### src/rtl/instruction_fetch_unit_pkg.sv
// Shared definitions for the IF stage: bubble encoding, reset PC, FSM states.
// Latency: n/a (definitions only).
// Backpressure: n/a.
package instruction_fetch_unit_pkg;

  // addi x0,x0,0 -- the canonical RV32 bubble
  localparam logic [31:0] NOP_INSTR_DEF = 32'h0000_0013;
  localparam logic [31:0] RESET_PC_DEF  = 32'h0000_0000;

  // 2'b11 is unused and recovers to FETCH
  typedef enum logic [1:0] {
    S_FETCH   = 2'b00,
    S_WAIT    = 2'b01,
    S_DISCARD = 2'b10
  } if_state_t;

  // Redirect targets are word aligned; the low two bits are dropped
  function automatic logic [31:0] align_word(input logic [31:0] addr);
    return addr & 32'hFFFF_FFFC;
  endfunction

endpackage

### src/rtl/instruction_fetch_unit_if_id_register.sv
// IF/ID pipeline register: PC, PC+4, instruction and valid flag.
// Latency: 1 cycle from LOAD to outputs.
// Backpressure: HOLD freezes contents; FLUSH (highest priority) writes a bubble.
module if_id_register
  import instruction_fetch_unit_pkg::*;
#(
  parameter logic [31:0] NOP_INSTR = NOP_INSTR_DEF
) (
  input  logic        CLK,
  input  logic        RESET,
  input  logic        LOAD,
  input  logic        FLUSH,
  input  logic        HOLD,
  input  logic [31:0] PC_IN,
  input  logic [31:0] PC_4_IN,
  input  logic [31:0] INSTRUCTION_IN,
  output logic [31:0] PC,
  output logic [31:0] PC_4,
  output logic [31:0] INSTRUCTION,
  output logic        VALID
);

  // Bubble on reset or flush, keep on hold, otherwise capture a fetched word
  always_ff @(posedge CLK or posedge RESET) begin
    if (RESET) begin
      PC          <= 32'h0;
      PC_4        <= 32'h0;
      INSTRUCTION <= NOP_INSTR;
      VALID       <= 1'b0;
    end else if (FLUSH) begin
      PC          <= 32'h0;
      PC_4        <= 32'h0;
      INSTRUCTION <= NOP_INSTR;
      VALID       <= 1'b0;
    end else if (HOLD) begin
      PC          <= PC;
      PC_4        <= PC_4;
      INSTRUCTION <= INSTRUCTION;
      VALID       <= VALID;
    end else if (LOAD) begin
      PC          <= PC_IN;
      PC_4        <= PC_4_IN;
      INSTRUCTION <= INSTRUCTION_IN;
      VALID       <= 1'b1;
    end
  end

endmodule

### src/rtl/instruction_fetch_unit.sv
// IF stage: owns the PC, drives the I-cache, handles misses, redirects and stalls.
// Latency: hit word lands in IF/ID one cycle after its address is presented.
// Backpressure: IMEM_BUSYWAIT or HAZARD_STALL hold the PC; a miss cannot be aborted.
module instruction_fetch_unit
  import instruction_fetch_unit_pkg::*;
#(
  parameter logic [31:0] RESET_PC  = RESET_PC_DEF,
  parameter logic [31:0] NOP_INSTR = NOP_INSTR_DEF
) (
  input  logic        CLK,
  input  logic        RESET,
  input  logic        BRANCH_TAKEN,
  input  logic [31:0] BRANCH_TARGET,
  input  logic        HAZARD_STALL,
  output logic        IMEM_READ,
  output logic [31:0] IMEM_ADDRESS,
  input  logic [31:0] IMEM_INSTRUCTION,
  input  logic        IMEM_BUSYWAIT,
  output logic [31:0] IF_ID_PC,
  output logic [31:0] IF_ID_PC_4,
  output logic [31:0] IF_ID_INSTRUCTION,
  output logic        IF_ID_VALID
);

  if_state_t   state, state_next;
  logic [31:0] pc, pc_next;
  logic [31:0] pending_target, pending_next;
  logic [31:0] pc_plus_4;
  logic [31:0] target;
  logic        ifid_load, ifid_flush, ifid_hold;

  assign pc_plus_4 = pc + 32'd4;
  assign target    = align_word(BRANCH_TARGET);
  assign IMEM_READ = ~RESET;
  // The PC is frozen throughout DISCARD, so it is also the in-flight old address
  assign IMEM_ADDRESS = pc;

  // PC, pending redirect and FSM state registers
  always_ff @(posedge CLK or posedge RESET) begin
    if (RESET) begin
      pc             <= RESET_PC;
      pending_target <= 32'h0;
      state          <= S_FETCH;
    end else begin
      pc             <= pc_next;
      pending_target <= pending_next;
      state          <= state_next;
    end
  end

  // Next-state, next-PC and IF/ID control
  always_comb begin
    state_next   = state;
    pc_next      = pc;
    pending_next = pending_target;
    ifid_load    = 1'b0;
    ifid_flush   = 1'b0;
    ifid_hold    = 1'b0;
    case (state)
      S_FETCH, S_WAIT: begin
        if (IMEM_BUSYWAIT) begin
          if (BRANCH_TAKEN) begin
            pending_next = target;
            ifid_flush   = 1'b1;
            state_next   = S_DISCARD;
          end else begin
            ifid_flush   = ~HAZARD_STALL;
            ifid_hold    = HAZARD_STALL;
            state_next   = S_WAIT;
          end
        end else begin
          state_next = S_FETCH;
          if (BRANCH_TAKEN) begin
            pc_next    = target;
            ifid_flush = 1'b1;
          end else if (HAZARD_STALL) begin
            ifid_hold  = 1'b1;
          end else begin
            pc_next    = pc_plus_4;
            ifid_load  = 1'b1;
          end
        end
      end
      S_DISCARD: begin
        // The word returned for the abandoned fetch is never used
        ifid_flush = 1'b1;
        if (BRANCH_TAKEN) pending_next = target;
        if (!IMEM_BUSYWAIT) begin
          pc_next    = BRANCH_TAKEN ? target : pending_target;
          state_next = S_FETCH;
        end
      end
      default: state_next = S_FETCH;
    endcase
  end

  if_id_register #(.NOP_INSTR(NOP_INSTR)) u_if_id (
    .CLK            (CLK),
    .RESET          (RESET),
    .LOAD           (ifid_load),
    .FLUSH          (ifid_flush),
    .HOLD           (ifid_hold),
    .PC_IN          (pc),
    .PC_4_IN        (pc_plus_4),
    .INSTRUCTION_IN (IMEM_INSTRUCTION),
    .PC             (IF_ID_PC),
    .PC_4           (IF_ID_PC_4),
    .INSTRUCTION    (IF_ID_INSTRUCTION),
    .VALID          (IF_ID_VALID)
  );

endmodule
### config.mk
export PLATFORM = sky130hd
export DESIGN_NAME = instruction_fetch_unit
export DESIGN_NICKNAME = d
export VERILOG_FILES = /design/src/rtl/instruction_fetch_unit_pkg.sv /design/src/rtl/instruction_fetch_unit_if_id_register.sv /design/src/rtl/instruction_fetch_unit.sv
export SDC_FILE = /design/constraint.sdc
export NUM_CORES = 1
export LEC_CHECK = 0
export CAP_MARGIN = 5
export CORE_UTILIZATION = 49
export DETAILED_ROUTE_END_ITERATION = 8
export MAX_ROUTING_LAYER = met4
export PLACE_DENSITY = 0.81
export SLEW_MARGIN = 20
export SYNTH_ARGS = -nofsm -noshare
export SYNTH_HDL_FRONTEND = slang
export SYNTH_SLANG_ARGS = --single-unit
### constraint.sdc
create_clock -name CLK -period 6.1 [get_ports CLK]
set_input_delay 0.915 -clock CLK [delete_from_list [all_inputs] [get_ports CLK]]
set_output_delay 0.915 -clock CLK [all_outputs]
set_load 0.05 [all_outputs]
# Word level (Yosys, flattened, before mapping)
# Index checks and enable logic that the tools add are counted.
totals:
  input_bits: 69
  ff_bits: 163
classes:
  n_reduce_logical: 7
  eq_ne: 7
  addsub: 1
  bitwise_logic: 2
  mux: 37
op_table:
  columns: ["cell", "n"]
  rows:
  - ["$mux W32", 15]
  - ["$pmux W32 S2", 2]
  - ["$add A32 B3 Y32 const B", 1]
  - ["$mux W1", 15]
  - ["$ne A2 B2 Y1 const B", 4]
  - ["$mux W2", 3]
  - ["$pmux W2 S2", 1]
  - ["$reduce_and A2 Y1", 2]
  - ["$reduce_and A4 Y1", 1]
  - ["$reduce_bool A2 Y1", 2]
  - ["$ne A3 B3 Y1 const B", 1]
  - ["$eq A2 B1 Y1 const B", 1]
  - ["$eq A2 B2 Y1 const B", 1]
  - ["$logic_not A2 Y1", 1]
  - ["$not A1 Y1", 2]
  - ["$pmux W1 S2", 1]
  - ["$reduce_or A2 Y1", 1]

# Longest topological paths before layout
# Gate-level depths: netlist of the first run.
logic_depth:
  depth_word: 7
  mapped_depth: 8

# Hierarchy
# From an unflattened synthesis of the first run, not the netlist that was laid out.
unflattened:
  cells_unflattened: 891
  hier_area_um2: 8951.1
modules_own_cells:
  columns: ["module", "cells_per_inst", "seq_area_each_um2", "instances", "area_each_um2"]
  rows:
  - ["if_id_register", 440, 2431.1, 1, 4837.1]
  - ["instruction_fetch_unit", 451, 1651.6, 1, 4113.9]

# Worst setup path after synthesis of the first run
# OpenSTA, ideal clock, no wires.
synth_path:
  kind: "input port to output port"
  startpoint: "input RESET"
  endpoint: "output IMEM_READ"
  path_stages: 1
  arrival_ns: 4.502
  slack_ns: 0.683
  cell_sequence: "inv_1"
synth_between:
  elab_chain_cells: 1
synth_rtl:
  columns: ["element", "line", "rtl"]
  rows:
  - ["from (decl)", "instruction_fetch_unit.sv:11", "input logic RESET,"]
  - ["$not A1 Y1", "instruction_fetch_unit.sv:34", "assign IMEM_READ = ~RESET;"]
  - ["to (decl)", "instruction_fetch_unit.sv:15", "output logic IMEM_READ,"]
# No other way between the ends.

# Worst setup path after layout of the first run
# Ends and elaborated chain as after synthesis.

==> flow_summary.json, run 1 <==
{
  "outcome": "finished, final reports clean",
  "vias": 6188,
  "drv_slew": 0,
  "async_reset_ff_share_pct": 100,
  "final_core_util_pct": 68.5,
  "finalNonFillerCells": 1032,
  "final_cell_mix": "clkdlybuf4s50_1 (195), dfrtp_1 (158), nand2_1 (70), a22o_1 (70), o21ai_0 (65)",
  "core_um2": 14500,
  "netlist_area_um2": 7270,
  "insertion_delay_ps": 430,
  "clockBufferDepth": 2,
  "drive_above_1_share_pct": 10.3,
  "place_hpwl_um": 14100,
  "path_class": "in2out",
  "cp.buffers_inverters": 3,
  "ys.flop_type": "dfrtp_1",
  "cpLargestDelayFamily": "buffers and inverters",
  "grt_pass1_wl_um": 32200,
  "antenna_found_initial": 1,
  "post-cts-setup-buffers": 0,
  "synth_edf_count": 0,
  "crit_required_ps": 5180,
  "place_ws_ps": 2370,
  "synthToLayoutAreaGrowth_pct": 36.4,
  "start_util_pct": 50.2,
  "fin_ws_ps": 2440,
  "hp-class": "reg2reg",
  "p_per_area_nw_per_um2": 318,
  "report.final.setup_viol": 0,
  "max_slew.worst_pin.slew_ps": 1150,
  "maxCapViolCount": 0,
  "nets": 904,
  "end_kind": "output port",
  "ant_nets": 0,
  "drt_first_iter_violations": 572,
  "critPathLaunchType": "input pin",
  "final_cell_area_um2": 9910,
  "dieArea_um2": 15300,
  "wl_per_cell_um": 20.3,
  "h-tree-depth": 4,
  "num_rows": 44,
  "cts_sinks": 161,
  "drt_pre_antenna_iters": 5,
  "holdBufCountCts": 0,
  "synthDistinctLibCells": 56,
  "power_mw": 3.16,
  "synth-seq-cells": 161,
  "grt-ovfl-total": 0,
  "critical_path.max_stage_delay_ps": 920,
  "crit_arrival_ps": 2750,
  "hold_viol_final": 0,
  "synth_fp_nets": 734,
  "max_freq_ghz": 0.273,
  "period_share_pct": 60.1,
  "drt-total-wl_um": 20900,
  "layout_commonest_cell": "clkdlybuf4s50_1",
  "top_level_ports": 199,
  "cp_max_fo": 61,
  "ir_drop_mv": 0.190,
  "max_slew_margin_pct": 23.2,
  "via_per_inst": 6.00,
  "gp_congestion": 0.878,
  "die_w_um": 124,
  "clock_tree.root_cell": "clkbuf_16",
  "critical_path.most_common_cell": "clkdlybuf4s50_1",
  "whs_ps": 479,
  "crit_chain": "clkdlybuf4s50_1, inv_6, clkdlybuf4s50_1",
  "post_cts_resized": 0,
  "fp.dieH_um": 124,
  "synthCells": 664,
  "clk_pin_slew_ps": 60,
  "rsz0062_at_grt": "false",
  "grt_max_degree": 87,
  "place_area_um2": 9300,
  "skew_ps": 7.96,
  "syn_area_per_cell_um2": 10.9,
  "timing.final.crit_period_ps": 3660,
  "place.port_buffers": 196,
  "grt_pass1_vias": 5996,
  "tritoncts": "built",
  "critPathSlowestCell": "clkdlybuf4s50_1",
  "seq_area_frac_synth_pct": 55.5,
  "drc": 0,
  "cts_buffers": 17,
  "grtUsageTotal_pct": 28.8,
  "p_leak_nw": 4.14,
  "ys_warn_count": 0,
  "dp_cells": 999,
  "setup_tns_ps": 0
}
## power by group
| group | leakage, nW | internal, mW | switching (mW) |
|---|---|---|---|
| combinational | 1.76 | 0.283 | 0.468 |
| sequential | 2.10 | 1.18 | 0.139 |
| clock | 0.290 | 0.666 | 0.422 |
## layer usage
metal / routed length (um) / track usage [%] / up-vias
li1: - / - / 2766
met1: 8750 / 37.4 / 3101
met2: 10000 / 42.6 / 276
met3: 1550 / 7.92 / 45
met4: 569 / 12.1 / 0
met5: 0 / - / -
## flip-flops by register name (all words and copies together), names as in the netlist
| name | cells |
|---|---|
| pending_target | 32 |
| u_if_id.INSTRUCTION | 32 |
| u_if_id.VALID | 1 |
| u_if_id.PC | 30 |
| state | 2 |
| IMEM_ADDRESS | 32 |
| u_if_id.PC_4 | 32 |
## cell usage after synthesis (all sizes together) (10+ instances only)
cell | count | area share (%)
mux2 | 30 | 4.6
nand2 | 72 | 3.7
nor2 | 30 | 1.6
nor3 | 10 | 0.91
a22o | 70 | 8.4
buf | 26 | 1.8
nand3 | 18 | 1.4
nor3b | 12 | 1.2
o21ai | 66 | 4.5
dfrtp | 158 | 54
xor2 | 10 | 1.2
xnor2 | 18 | 2.2
a21oi | 27 | 1.9
clkbuf | 27 | 1.4
## layout make-up
type,instances,area [um^2]
diodes,1,2.50
clock buffers,24,512
clock inverters,8,100
fillers,1036,4560
inverters,6,27.5
multi-input cells,444,2990
flip-flops and latches,161,4030
well taps,184,230
repair buffers,204,2020
## cell families (layout without fill, tap and decap cells)
group	Yosys count	in the layout	share of synthesized area [%]
AND/OR/NAND/NOR	173	173	12.2
other	0	1	0
adder cells (fa/ha/maj)	1	1	0.172
XOR/XNOR	28	28	3.37
buffers and inverters	59	242	3.60
AO/OA/AOI/OAI	211	211	20.4
multiplexers	31	31	4.79
flip-flops	161	161	55.5
## worst reg2reg max path: stages, from the launching register on
cell and delay (ps):
dfrtp_1 600, nand2b_1 540, nand2b_1 1030, a31oi_1 140
o21ai_0 310, o311ai_0 210
## path summary, 6_finish.rpt
path	start	endpoint	slack [ps]	cells after the start
worst min-delay path	u_if_id.PC_4[14]$_DFFE_PP0P_	u_if_id.PC_4[14]$_DFFE_PP0P_	480	2
worst max-delay path	RESET	IMEM_READ	2440	3
worst min register to register	u_if_id.PC_4[14]$_DFFE_PP0P_	u_if_id.PC_4[14]$_DFFE_PP0P_	480	2
max in group asynchronous	RESET	IMEM_ADDRESS[10]$_DFFE_PP0P_	4090	3
min in group asynchronous	RESET	u_if_id.PC_4[2]$_DFFE_PP0P_	920	2
worst max register to register	state[1]$_DFFE_PP0N_	IMEM_ADDRESS[26]$_DFFE_PP0P_	3100	5
(Power assumes the default switching activity.)
==> run 2: changes to the inputs <==
--- a/config.mk
+++ b/config.mk
@@ -6,10 +6,10 @@
 export NUM_CORES = 1
 export LEC_CHECK = 0
 export CAP_MARGIN = 5
-export CORE_UTILIZATION = 49
+export CORE_UTILIZATION = 44
 export DETAILED_ROUTE_END_ITERATION = 8
 export MAX_ROUTING_LAYER = met4
-export PLACE_DENSITY = 0.81
+export PLACE_DENSITY = 0.77
 export SLEW_MARGIN = 20
 export SYNTH_ARGS = -nofsm -noshare
 export SYNTH_HDL_FRONTEND = slang
==> constraint.sdc (replaced) <==
create_clock -name CLK -period 3.1 [get_ports CLK]
set_input_delay 0.465 -clock CLK [delete_from_list [all_inputs] [get_ports CLK]]
set_output_delay 0.465 -clock CLK [all_outputs]
set_load 0.05 [all_outputs]
==> flow_summary.json, run 2 (synthesized netlist as in run 1, its figures left out) <==
{
  "gp_congestion": 0.861,
  "p_int_mw": 4.35,
  "core_um2": 16000,
  "critPathLaunchType": "flop",
  "num_rows": 46,
  "h-tree-depth": 4,
  "max_freq_ghz": 0.420,
  "insertion_delay_ps": 430,
  "p_comb_share_pct": 23.3,
  "cts_sinks": 161,
  "max_slew.worst_pin.slew_ps": 851,
  "skew_ps": 6.36,
  "dieArea_um2": 17000,
  "grt_pass1_wl_um": 30900,
  "synthToLayoutAreaGrowth_pct": 38.5,
  "hp-class": "reg2reg",
  "pwr-share-seq_pct": 40.1,
  "start_util_pct": 45.4,
  "drc": 0,
  "grt_pass1_vias": 5462,
  "tritoncts": "built",
  "place.port_buffers": 196,
  "rrSetupSlack_ps": 720,
  "setup_tns_ps": 0,
  "grtUsageTotal_pct": 25.1,
  "sw_frac_of_total_pct": 32.2,
  "whs_endpoint": "u_if_id.PC_4[13]$_DFFE_PP0P_",
  "ir_drop_mv": 0.467,
  "p_switching_mw": 2.07,
  "r2r-start": "IMEM_ADDRESS[2]$_DFFE_PP0P_",
  "final_cell_mix": "clkdlybuf4s50_1 (194), dfrtp_1 (158), nand2_1 (71), a22o_1 (70), o21ai_0 (65)",
  "crit_arrival_ps": 2700,
  "reg2regPathDepth": 6,
  "wl_per_cell_um": 19.3,
  "nets": 911,
  "drv_slew": 0,
  "holdCritStartpoint": "u_if_id.PC_4[13]$_DFFE_PP0P_",
  "post-cts-setup-buffers": 0,
  "drt-total-wl_um": 20700,
  "dp_cells": 1038,
  "fp.dieH_um": 131,
  "drt_first_iter_violations": 439,
  "hold_viol_final": 0,
  "top_level_ports": 199,
  "layout_commonest_cell": "clkdlybuf4s50_1",
  "antenna_cells": 0,
  "maxCapViolCount": 0,
  "period_share_pct": 76.8,
  "clk_pin_slew_ps": 60,
  "drive_above_1_share_pct": 11.1,
  "final_core_util_pct": 62.9,
  "place_hpwl_um": 14200,
  "p_per_area_nw_per_um2": 638,
  "holdBufCountCts": 0,
  "p_leak_nw": 4.21,
  "crit_required_ps": 3420,
  "cp_max_fo": 9,
  "outcome": "finished, final reports clean",
  "regToRegEndpoint": "IMEM_ADDRESS[18]$_DFFE_PP0P_",
  "clock_tree.root_cell": "clkbuf_16",
  "vias": 6036,
  "die_w_um": 131,
  "via_per_inst": 5.64,
  "p_clk_share_pct": 36.5,
  "report.final.setup_viol": 0,
  "timing.final.crit_period_ps": 2380,
  "antenna_found_initial": 0,
  "clockBufferDepth": 2,
  "grt_max_degree": 95,
  "whs_path_depth": 2,
  "max_slew_margin_pct": 43.3,
  "rsz0062_at_grt": "false",
  "cts_buffers": 17,
  "grt-ovfl-total": 0,
  "end_kind": "flop",
  "ant_nets": 0,
  "drt_pre_antenna_iters": 7,
  "post_cts_resized": 0,
  "path_class": "reg2reg",
  "finalNonFillerCells": 1070
}
==> run 2: changes by cell type in the layout (fill, tap and decap cells not counted), sizes merged <==
| cell | before | now |
|---|---|---|
| bufinv | 2 | 5 |
| clkbuf | 24 | 19 |
| diode | 1 | 0 |
| clkinv | 2 | 5 |
| clkdlybuf4s50 | 195 | 194 |
| inv | 6 | 5 |
| buf | 9 | 17 |
==> run 2: worst max-delay path by stage <==
stage	from	slack [ps]	to	cells past startpoint
detailed placement	IMEM_ADDRESS[2]$_DFFE_PP0P_	770	IMEM_ADDRESS[22]$_DFFE_PP0P_	6
CTS	IMEM_ADDRESS[2]$_DFFE_PP0P_	730	IMEM_ADDRESS[2]	1
finish	IMEM_ADDRESS[2]$_DFFE_PP0P_	720	IMEM_ADDRESS[18]$_DFFE_PP0P_	6
global route	IMEM_ADDRESS[2]$_DFFE_PP0P_	560	IMEM_ADDRESS[22]$_DFFE_PP0P_	6
global placement	HAZARD_STALL	810	IMEM_ADDRESS[20]$_DFFE_PP0P_	5
floorplan	RESET	50	IMEM_READ	1
==> run 2: power groups by stage <==
stage / clock network, mW / logic, mW / registers, mW
final: 2.34 / 1.50 / 2.58
after global routing: 2.46 / 1.58 / 2.61
after CTS: 2.36 / 1.50 / 2.57
after detailed placement: 0 / 1.50 / 2.61
after global placement: 0 / 1.48 / 2.60
after floorplan: 0 / 0.546 / 2.98
==> run 2: cell type report <==
type,instances,area [um^2]
Fill cell,1318,5930
Sequential cell,161,4030
Multi-Input combinational cell,444,2990
Timing Repair Buffer,211,2090
Clock buffer,19,453
Tap cell,216,270
Clock inverter,13,209
Inverter,6,26.3
==> run 2: stage by stage <==
stage	total power, mW	hold slack, ps	setup slack, ps	cell area, um^2
after floorplan	3.52	455	54.9	7270
after global placement	4.08	462	807	9410
after detailed placement	4.10	475	769	9410
after CTS	6.44	489	725	10100
after global routing	6.65	501	556	10100
final	6.42	482	721	10100
==> run 2: metal layers <==
metal  GRT usage, %  share of wire [%]  vias up
met5              -                  0        -
met4           8.11                2.0        0
met3           4.56                4.9       28
met1           34.8                 45     3027
li1               -                  -     2787
met2           37.2                 48      194
==> run 2: worst max-delay path, cell delays in order, from the launching register on <==
cell and delay (ps):
dfrtp_1 580, ha_1 320, nand3_2 280, nor3_2 460, nand2_1 200, a21o_1 220, a32o_1 200
==> run 3: changes to the inputs <==
==> constraint.sdc (replaced) <==
create_clock -name CLK -period 2 [get_ports CLK]
set_input_delay 0.3 -clock CLK [delete_from_list [all_inputs] [get_ports CLK]]
set_output_delay 0.3 -clock CLK [all_outputs]
set_load 0.05 [all_outputs]
==> flow_summary.json, run 3 (synthesized netlist as in run 1, its figures left out) <==
{
  "drc": 0,
  "cpLargestDelayFamily": "buffers and inverters",
  "pwr-share-seq_pct": 38.8,
  "critical_path_depth": 1,
  "grt_pass1_wl_um": 31900,
  "timing.final.crit_period_ps": 1970,
  "crit_arrival_ps": 1670,
  "period_share_pct": 98.4,
  "ir_drop_mv": 0.699,
  "tritoncts": "built",
  "hp-class": "in2reg",
  "drt-total-wl_um": 21200,
  "layout_commonest_cell": "clkdlybuf4s50_1",
  "r2r-start": "IMEM_ADDRESS[2]$_DFFE_PP0P_",
  "power_mw": 9.98,
  "rsz0062_at_grt": "false",
  "crit_start": "IMEM_ADDRESS[22]$_DFFE_PP0P_",
  "final_core_util_pct": 64.7,
  "finalNonFillerCells": 1108,
  "grt_pass1_vias": 5627,
  "place.port_buffers": 196,
  "path_class": "reg2out",
  "outcome": "finished, final reports clean",
  "report.final.setup_viol": 0,
  "place_ws_ps": 41.4,
  "max_freq_ghz": 0.508,
  "cp_max_fo": 4,
  "h-tree-depth": 4,
  "grt_max_degree": 63,
  "max_slew.worst_pin.slew_ps": 731,
  "setup_tns_ps": 0,
  "p_switching_mw": 3.22,
  "grtUsageTotal_pct": 25.9,
  "p_int_mw": 6.76,
  "regToRegEndpoint": "IMEM_ADDRESS[6]$_DFFE_PP0P_",
  "p_clk_share_pct": 35.3,
  "dieArea_um2": 17000,
  "clock_tree.root_cell": "clkbuf_16",
  "clk_pin_slew_ps": 70,
  "crit_chain": "clkdlybuf4s50_1",
  "cts_sinks": 161,
  "critPathLaunchType": "flop",
  "post-cts-setup-buffers": 0,
  "end_kind": "output port",
  "drive_above_1_share_pct": 17.6,
  "antenna_found_initial": 0,
  "via_per_inst": 5.58,
  "fp.dieH_um": 131,
  "final_cell_mix": "clkdlybuf4s50_1 (163), dfrtp_1 (157), nand2_1 (71), a22o_1 (70), buf_4 (69)",
  "drt_pre_antenna_iters": 5,
  "crit_path_end": "IMEM_ADDRESS[22]",
  "reg2regPathDepth": 7,
  "drv_slew": 0,
  "gp_congestion": 0.874,
  "rrSetupSlack_ps": 110,
  "synthToLayoutAreaGrowth_pct": 42.5,
  "wl_per_cell_um": 19.1,
  "p_per_area_nw_per_um2": 964,
  "nets": 949,
  "sw_frac_of_total_pct": 32.3,
  "die_w_um": 131,
  "antenna_cells": 0,
  "hold_viol_final": 0,
  "core_um2": 16000,
  "critical_path.max_stage_delay_ps": 830,
  "drt_first_iter_violations": 492,
  "maxCapViolCount": 0,
  "vias": 6179,
  "start_util_pct": 45.4,
  "crit_required_ps": 1700,
  "clockBufferDepth": 2,
  "dp_cells": 1076,
  "skew_ps": 8.76,
  "insertion_delay_ps": 430,
  "cts_buffers": 17,
  "place_hpwl_um": 15000,
  "critPathSlowestCell": "clkdlybuf4s50_1",
  "cp.buffers_inverters": 1,
  "p_comb_share_pct": 25.9,
  "ant_nets": 0,
  "p_leak_nw": 4.46,
  "max_slew_margin_pct": 51.1,
  "top_level_ports": 199,
  "grt-ovfl-total": 0,
  "fin_ws_ps": 32.8,
  "num_rows": 46
}
## run 3: cell types whose count changed in the layout (fill, tap and decap cells not counted), sizes merged
cell / before / now
buf: 17 / 78
bufinv: 5 / 4
clkbuf: 19 / 21
clkdlybuf4s50: 194 / 163
clkinv: 5 / 2
clkinvlp: 4 / 5
dlygate4sd2: 0 / 8
inv: 5 / 6
## run 3: power by group through the flow
stage | clock network [mW] | registers [mW] | logic, mW
final | 3.52 | 3.87 | 2.59
after floorplan | 0 | 4.62 | 0.847
after CTS | 3.56 | 3.86 | 2.59
after detailed placement | 0 | 3.92 | 2.59
after global routing | 3.69 | 3.91 | 2.73
after global placement | 0 | 3.90 | 2.56
## run 3: routing by layer
layer  GRT usage, %  vias up  part of all wire (%)
met3           4.07       22                   6.5
met2           38.3      240                    49
met5              -        -                     0
li1               -     2867                     -
met1           36.4     3050                    43
met4           8.45        0                   1.5
## run 3: through the flow
stage	hold WS [ps]	cell area (um^2)
floorplan	440	7270
global placement	461	9710
detailed placement	469	9710
CTS	280	10300
global route	307	10400
finish	296	10400
## run 3: repair_timing
| action | 4_1_cts | 5_1_grt |
|---|---|---|
| gates resized for setup | 8 | 3 |
| hold buffers | 0 | 0 |
| endpoints found under the setup margin | 8 | 11 |
| cloned | 0 | 0 |
## run 3: final cells by class
type	count	area (um^2)
Timing Repair Buffer	249	2380
Sequential cell	161	4030
Clock inverter	11	176
Inverter	6	26.3
Tap cell	216	270
Clock buffer	21	470
Fill cell	1256	5640
Multi-Input combinational cell	444	3000
## run 3: worst min path at each step
stage	startpoint	end	slack [ps]	depth (start not counted)
4_1_cts	BRANCH_TAKEN	state[0]$_DFFE_PP0N_	280	3
3_5_place_dp	u_if_id.PC_4[13]$_DFFE_PP0P_	u_if_id.PC_4[13]$_DFFE_PP0P_	470	2
6_report	BRANCH_TAKEN	state[0]$_DFFE_PP0N_	300	3
3_3_place_gp	u_if_id.PC_4[13]$_DFFE_PP0P_	u_if_id.PC_4[13]$_DFFE_PP0P_	460	2
5_1_grt	BRANCH_TAKEN	state[0]$_DFFE_PP0N_	310	3
2_1_floorplan	IMEM_INSTRUCTION[10]	u_if_id.INSTRUCTION[10]$_DFFE_PP0P_	440	1
